==> src/rtl/div_arbiter_if.sv <==
// rtl/div_arbiter_if.sv - requester and divider bus shared by div_arbiter and its neighbours
interface div_arbiter_if #(
  parameter int SIZE = 32,
  parameter int N    = 4
);
  logic [N-1:0]      req_valid;
  logic [N*SIZE-1:0] req_num;
  logic [N*SIZE-1:0] req_den;
  logic [N-1:0]      req_ready;
  logic [N-1:0]      rsp_valid;
  logic [SIZE-1:0]   rsp_cociente;
  logic [SIZE-1:0]   rsp_resto;
  logic              rsp_err;
  logic              div_start;
  logic [SIZE-1:0]   div_numerador;
  logic [SIZE-1:0]   div_denominador;
  logic [SIZE-1:0]   div_cociente;
  logic [SIZE-1:0]   div_resto;
  logic              div_done;

  modport slave (
    input  req_valid, req_num, req_den, div_cociente, div_resto, div_done,
    output req_ready, rsp_valid, rsp_cociente, rsp_resto, rsp_err,
           div_start, div_numerador, div_denominador
  );

  modport master (
    output req_valid, req_num, req_den, div_cociente, div_resto, div_done,
    input  req_ready, rsp_valid, rsp_cociente, rsp_resto, rsp_err,
           div_start, div_numerador, div_denominador
  );
endinterface

==> src/rtl/div_arbiter.sv <==
// rtl/div_arbiter.sv - round-robin arbiter sharing one iterative divider among N requesters
// Optional feature: DIV_ARB_ZERO_BYPASS_EN answers zero denominators without using the divider.
module div_arbiter #(
  parameter int SIZE    = 32,
  parameter int N       = 4,
  parameter int TIMEOUT = 256
) (
  input  logic         clk,
  input  logic         rst_n,
  div_arbiter_if.slave s_bus
);
  localparam int              PW       = (N > 1) ? $clog2(N) : 1;
  localparam int              CW       = $clog2(TIMEOUT + 1);
  localparam logic [CW-1:0]   CNT_LAST = CW'(TIMEOUT - 1);
  localparam logic [CW-1:0]   CNT_MAX  = CW'(TIMEOUT);
  localparam logic [N-1:0]    ONE      = N'(1);
  localparam logic [PW:0]     N_EXT    = (PW+1)'(N);

  typedef enum logic [1:0] {IDLE, ISSUE, WAIT, RESP} state_t;

  state_t          r_state;
  state_t          w_next;
  logic [PW-1:0]   r_ptr;
  logic [PW-1:0]   r_owner;
  logic [CW-1:0]   r_cnt;
  logic            r_done_prev;
  logic [SIZE-1:0] r_num;
  logic [SIZE-1:0] r_den;
  logic [SIZE-1:0] r_quo;
  logic [SIZE-1:0] r_rem;
  logic            r_err;

  logic [N-1:0]    w_rot;
  logic            w_found;
  logic [PW-1:0]   w_off;
  logic [PW:0]     w_sum;
  logic [PW-1:0]   w_gnt;
  logic [SIZE-1:0] w_num;
  logic [SIZE-1:0] w_den;
  logic            w_done_edge;
  logic            w_timeout;
  logic            w_bypass;

  // Rotate requests so bit 0 is the current highest-priority requester.
  assign w_rot = (s_bus.req_valid >> r_ptr) | (s_bus.req_valid << (N - int'(r_ptr)));

  always_comb begin
    w_found = |w_rot;
    w_off   = '0;
    for (int i = N - 1; i >= 0; i--) begin
      if (w_rot[i]) w_off = PW'(i);
    end
  end

  assign w_sum = {1'b0, r_ptr} + {1'b0, w_off};
  assign w_gnt = (w_sum >= N_EXT) ? PW'(w_sum - N_EXT) : w_sum[PW-1:0];

  always_comb begin
    w_num = '0;
    w_den = '0;
    for (int i = 0; i < N; i++) begin
      if (w_gnt == PW'(i)) begin
        w_num = s_bus.req_num[i*SIZE +: SIZE];
        w_den = s_bus.req_den[i*SIZE +: SIZE];
      end
    end
  end

`ifdef DIV_ARB_ZERO_BYPASS_EN
  assign w_bypass = (w_den == '0);
`else
  assign w_bypass = 1'b0;
`endif

  // A done level left over from the previous operation never counts; only a 0->1 edge does.
  assign w_done_edge = s_bus.div_done & ~r_done_prev;
  assign w_timeout   = (r_cnt == CNT_LAST);

  always_ff @(posedge clk or negedge rst_n) begin
    if (!rst_n) r_state <= IDLE;
    else        r_state <= w_next;
  end

  always_comb begin
    w_next = r_state;
    case (r_state)
      IDLE:    if (w_found) w_next = w_bypass ? RESP : ISSUE;
      ISSUE:   w_next = WAIT;
      WAIT:    if (w_done_edge || w_timeout) w_next = RESP;
      RESP:    w_next = IDLE;
      default: w_next = IDLE;
    endcase
  end

  always_comb begin
    s_bus.req_ready = '0;
    s_bus.rsp_valid = '0;
    s_bus.div_start = 1'b0;
    case (r_state)
      IDLE:    if (w_found && rst_n) s_bus.req_ready = ONE << w_gnt;
      ISSUE:   s_bus.div_start = 1'b1;
      RESP:    s_bus.rsp_valid = ONE << r_owner;
      default: ;
    endcase
  end

  always_ff @(posedge clk or negedge rst_n) begin
    if (!rst_n) begin
      r_ptr       <= '0;
      r_owner     <= '0;
      r_cnt       <= '0;
      r_done_prev <= 1'b0;
      r_num       <= '0;
      r_den       <= '0;
      r_quo       <= '0;
      r_rem       <= '0;
      r_err       <= 1'b0;
    end else begin
      r_done_prev <= s_bus.div_done;
      case (r_state)
        IDLE: if (w_found) begin
          r_owner <= w_gnt;
          r_num   <= w_num;
          r_den   <= w_den;
          if (w_bypass) begin
            r_quo <= '1;
            r_rem <= w_num;
            r_err <= 1'b1;
          end
        end
        ISSUE: r_cnt <= '0;
        WAIT: begin
          if (r_cnt != CNT_MAX) r_cnt <= r_cnt + 1'b1;
          if (w_done_edge) begin
            r_quo <= s_bus.div_cociente;
            r_rem <= s_bus.div_resto;
            r_err <= 1'b0;
          end else if (w_timeout) begin
            r_quo <= '0;
            r_rem <= '0;
            r_err <= 1'b1;
          end
        end
        RESP: r_ptr <= (r_owner == PW'(N - 1)) ? '0 : r_owner + 1'b1;
        default: ;
      endcase
    end
  end

  assign s_bus.rsp_cociente    = r_quo;
  assign s_bus.rsp_resto       = r_rem;
  assign s_bus.rsp_err         = r_err;
  assign s_bus.div_numerador   = r_num;
  assign s_bus.div_denominador = r_den;
endmodule

==> src/flat_wrapper.sv <==
// flat-port wrapper written by rule: the top's interface ports become plain ports
module div_arbiter_flat 
#(
  parameter int SIZE    = 32,
  parameter int N       = 4,
  parameter int TIMEOUT = 256
)
  (clk, rst_n, s_bus_req_valid, s_bus_req_num, s_bus_req_den, s_bus_div_cociente, s_bus_div_resto, s_bus_div_done, s_bus_req_ready, s_bus_rsp_valid, s_bus_rsp_cociente, s_bus_rsp_resto, s_bus_rsp_err, s_bus_div_start, s_bus_div_numerador, s_bus_div_denominador);
  div_arbiter_if #(.SIZE(SIZE), .N(N)) s_bus_i ();
  input  logic clk;
  input  logic rst_n;
  input wire logic [$bits(s_bus_i.req_valid)-1:0] s_bus_req_valid;
  input wire logic [$bits(s_bus_i.req_num)-1:0] s_bus_req_num;
  input wire logic [$bits(s_bus_i.req_den)-1:0] s_bus_req_den;
  input wire logic [$bits(s_bus_i.div_cociente)-1:0] s_bus_div_cociente;
  input wire logic [$bits(s_bus_i.div_resto)-1:0] s_bus_div_resto;
  input wire logic [$bits(s_bus_i.div_done)-1:0] s_bus_div_done;
  output wire logic [$bits(s_bus_i.req_ready)-1:0] s_bus_req_ready;
  output wire logic [$bits(s_bus_i.rsp_valid)-1:0] s_bus_rsp_valid;
  output wire logic [$bits(s_bus_i.rsp_cociente)-1:0] s_bus_rsp_cociente;
  output wire logic [$bits(s_bus_i.rsp_resto)-1:0] s_bus_rsp_resto;
  output wire logic [$bits(s_bus_i.rsp_err)-1:0] s_bus_rsp_err;
  output wire logic [$bits(s_bus_i.div_start)-1:0] s_bus_div_start;
  output wire logic [$bits(s_bus_i.div_numerador)-1:0] s_bus_div_numerador;
  output wire logic [$bits(s_bus_i.div_denominador)-1:0] s_bus_div_denominador;
  assign s_bus_i.req_valid = s_bus_req_valid;
  assign s_bus_i.req_num = s_bus_req_num;
  assign s_bus_i.req_den = s_bus_req_den;
  assign s_bus_i.div_cociente = s_bus_div_cociente;
  assign s_bus_i.div_resto = s_bus_div_resto;
  assign s_bus_i.div_done = s_bus_div_done;
  assign s_bus_req_ready = s_bus_i.req_ready;
  assign s_bus_rsp_valid = s_bus_i.rsp_valid;
  assign s_bus_rsp_cociente = s_bus_i.rsp_cociente;
  assign s_bus_rsp_resto = s_bus_i.rsp_resto;
  assign s_bus_rsp_err = s_bus_i.rsp_err;
  assign s_bus_div_start = s_bus_i.div_start;
  assign s_bus_div_numerador = s_bus_i.div_numerador;
  assign s_bus_div_denominador = s_bus_i.div_denominador;
  div_arbiter #(.SIZE(SIZE), .N(N), .TIMEOUT(TIMEOUT)) u_core (.clk(clk), .rst_n(rst_n), .s_bus(s_bus_i));
endmodule
==> config.mk <==
export PLATFORM = sky130hd
export DESIGN_NAME = div_arbiter_flat
export DESIGN_NICKNAME = d
export VERILOG_FILES = /design/src/rtl/div_arbiter_if.sv /design/src/rtl/div_arbiter.sv /design/src/flat_wrapper.sv
export SDC_FILE = /design/constraint.sdc
export NUM_CORES = 1
export LEC_CHECK = 0
export CORE_AREA = 3 3 181 183
export DETAILED_ROUTE_END_ITERATION = 16
export DIE_AREA = 0 0 184 186
export DONT_BUFFER_PORTS = 1
export PLACE_DENSITY_LB_ADDON = 0.3
export SLEW_MARGIN = 5
export SYNTH_ARGS = -nofsm -noshare
export SYNTH_HDL_FRONTEND = slang
export SYNTH_SLANG_ARGS = --single-unit
==> constraint.sdc <==
create_clock -name clk -period 10.7 [get_ports clk]
set_clock_uncertainty 0.2 [all_clocks]
set_input_delay 1.605 -clock clk [delete_from_list [all_inputs] [get_ports clk]]
set_output_delay 1.605 -clock clk [all_outputs]
set_load 0.01 [all_outputs]
==> flow_metrics.py <==
metrics = {
    "outcome": {
        "outcome": "complete, no violations",
    },
    "clock_network": {
        "postCtsSetupRepairBufs": 0,
        "htree_levels": 4,
        "clkLatencyLatePin_ns": 0.41,
        "cts_made_buffers": 17,
        "ctsHoldBuffers": 0,
        "clk_pin_slew_ns": 0.06,
        "clk_path_buf_depth": 2,
        "cts_tree": "yes",
        "cts.sink_count": 145,
        "postCtsResizedCells": 0,
        "cts_root_buf": "clkbuf_16",
    },
    "global_route": {
        "grt_start_max_net_pins": 148,
        "grt_usage": 0.136,
        "antenna_found_initial": 2,
        "overflow": 0,
        "grt_pass1_wl_mm": 35.3,
        "grt_pass1_vias": 5705,
    },
    "cells_and_area": {
        "multi_input_area_um2": 3920,
        "layout-drive-gt1-share": 0.111,
        "antenna_cells": 0,
        "final_cell_mix": "dfrtp_1, nor2b_1, a22o_1, mux2i_1, a211oi_1",
        "area_growth_pct": 11.4,
        "final_area_um2": 8730,
        "fill_cells": 3278,
        "finalNetCount": 1039,
        "utilization": 0.278,
        "seqCellArea_um2": 3630,
        "final_common_cell": "dfrtp_1",
    },
    "power_and_ir_drop": {
        "vdd_drop_max_v": 0.000278,
        "power.density_nw_per_um2": 442,
        "p_leak_nw": 3.49,
    },
    "synthesis": {
        "yosysWarnings": 0,
        "async_flop_share": 1.00,
        "ys.flop_type": "dfrtp_1",
        "syn_inst": 738,
        "synth-edff-count": 0,
        "synth_cell_type_count": 49,
        "synth-seq-cells": 145,
        "syn_area_um2": 7840,
        "yosysSeqAreaShare": 0.463,
        "postSynthAreaPerCell_um2": 10.6,
        "synth_nets": 1078,
    },
    "setup_path": {
        "critPathMaxFanout": 62,
        "cp-end-kind": "output pin",
        "crit_path_start_kind": "input pin",
        "crit_required_ns": 8.90,
        "cp.arrival_ns": 4.44,
        "path_class": "input pin to output pin",
    },
    "place": {
        "routabilityCongestion": 0.777,
        "place.port_buffers": 0,
        "dp_hpwl_mm": 18.5,
        "place_area_um2": 8160,
    },
    "detailed_routing": {
        "drcViolationCount": 0,
        "drtPass1Iterations": 4,
        "via_count": 5776,
        "wire_per_inst_um": 22.7,
        "wirelength_mm": 25.2,
        "antenna_left": 0,
        "first_iter_violations": 233,
        "via_per_inst": 5.18,
    },
    "floorplan": {
        "die-area_um2": 34200,
        "rows": 65,
        "initial_core_util": 0.250,
        "die_w_um": 184,
        "die_h_um": 186,
        "ios": 465,
        "coreArea_um2": 31400,
    },
    "sta": {
        "fin_tns_setup_ns": 0,
        "worstMarginPinSlew_ns": 1.06,
        "fin_crit_ns": 6.24,
        "finalHoldViolCount": 0,
        "grt_setup_unrepaired": "false",
        "setup_viol": 0,
        "fmax_mhz": 160,
        "fin_crit_sh": 0.583,
        "finalMaxSlewViolations": 0,
        "slew_headroom": 0.293,
    },
    "job": {
        "max_cap_violations": 0,
    },
    "worst_hold_path": {
        "min_path_type": "flop to flop",
    },
}
[flip-flops by register name, summed over array words and instances (netlist names), 2 cells and up]
signal,cells
u_core.r_ptr,2
u_core.s_bus.div_denominador,32
u_core.s_bus.div_numerador,32
u_core.s_bus.rsp_cociente,32
u_core.r_cnt,9
u_core.r_owner,2
u_core.r_state,2
u_core.s_bus.rsp_resto,32
[cell families (layout without fill, tap and decap cells)]
logic type / after synthesis / in the layout / synth area share
muxes: 56 / 56 / 0.0725
DFF: 145 / 145 / 0.463
buffers and inverters: 79 / 53 / 0.0437
xor gates and xnor gates: 11 / 11 / 0.0133
and+or+nand+nor: 174 / 174 / 0.119
adders and majority gates: 13 / 13 / 0.0208
AOI/OAI and AO/OA: 260 / 260 / 0.267
[layout make-up]
class	instances	area share
sequential	145	0.416
timing repair buffer	7	0.00602
multi-input combinational	514	0.449
inverter	14	0.00602
clock buffer	17	0.0488
clock inverter	15	0.0166
tap	402	0.0576
[Yosys cell counts, types with 7 or more instances]
| cell type | number | area (µm²) |
|---|---|---|
| clkbuf_1 | 50 | 188 |
| a211oi_1 | 49 | 368 |
| inv_1 | 14 | 52.6 |
| dfrtp_1 | 145 | 3630 |
| nand3_1 | 9 | 45.0 |
| a32oi_1 | 8 | 70.1 |
| nand2_1 | 45 | 169 |
| o31ai_1 | 41 | 308 |
| o21ai_0 | 8 | 40.0 |
| nor2_1 | 17 | 63.8 |
| ha_1 | 13 | 163 |
| a21boi_0 | 7 | 52.6 |
| o2bb2ai_1 | 22 | 193 |
| xnor2_1 | 7 | 61.3 |
| or2_2 | 7 | 43.8 |
| a22o_1 | 65 | 569 |
| mux2i_1 | 53 | 531 |
| a21oi_1 | 27 | 135 |
| nor2b_1 | 72 | 450 |
| a211oi_2 | 20 | 250 |
| and2_1 | 9 | 56.3 |
[per-stage QoR]
stage               hold slack, ns  power (mW)  setup WS, ns  instances
floorplan                    0.269        2.84          4.96        738
global route                 0.337        4.20          4.23       1114
CTS                          0.316        3.95          4.45       1114
global placement             0.291        3.31          4.48       1082
finish                       0.305        3.86          4.46       1114
detailed placement           0.304        3.33          4.46       1082
[report_power, final]
group,switching (mW),internal (mW)
sequential,0.332,0.816
combinational,1.27,0.844
clock,0.268,0.329
[worst paths after layout]
check | startpoint | endpoint | slack (ns) | cells after the start
setup / recovery | s_bus_req_valid[2] | s_bus_req_ready[1] | 4.46 | 9
hold / removal | u_core.r_cnt[8] | u_core.r_cnt[8] | 0.31 | 2
setup reg to reg | u_core.r_ptr[0] | u_core.s_bus.div_denominador[21] | 5.90 | 11
hold reg to reg | u_core.r_cnt[8] | u_core.r_cnt[8] | 0.31 | 2
max in group asynchronous | rst_n | u_core.s_bus.div_denominador[1] | 9.39 | 0
min in group asynchronous | rst_n | u_core.s_bus.rsp_resto[3] | 0.68 | 0
[per-layer routing]
metal | vias up | GRT usage | routed length, µm | share of wire
met5 | - | 0 | 0 | 0
met4 | 0 | 0.0360 | 360 | 0.014
met3 | 19 | 0.0559 | 2510 | 0.099
met2 | 291 | 0.224 | 12300 | 0.49
met1 | 2789 | 0.164 | 10100 | 0.40
li1 | 2677 | - | - | -
[critical path: stages]
cell and delay (ns):
nor2b_1 0.11, a211o_1 0.28, a21oi_1 0.37, a2111oi_0 0.18
a211oi_1 0.36, ha_4 0.62, and2_1 0.49, nand2_1 0.12
nor2_1 0.26
Power figures use the tool's default switching activity.
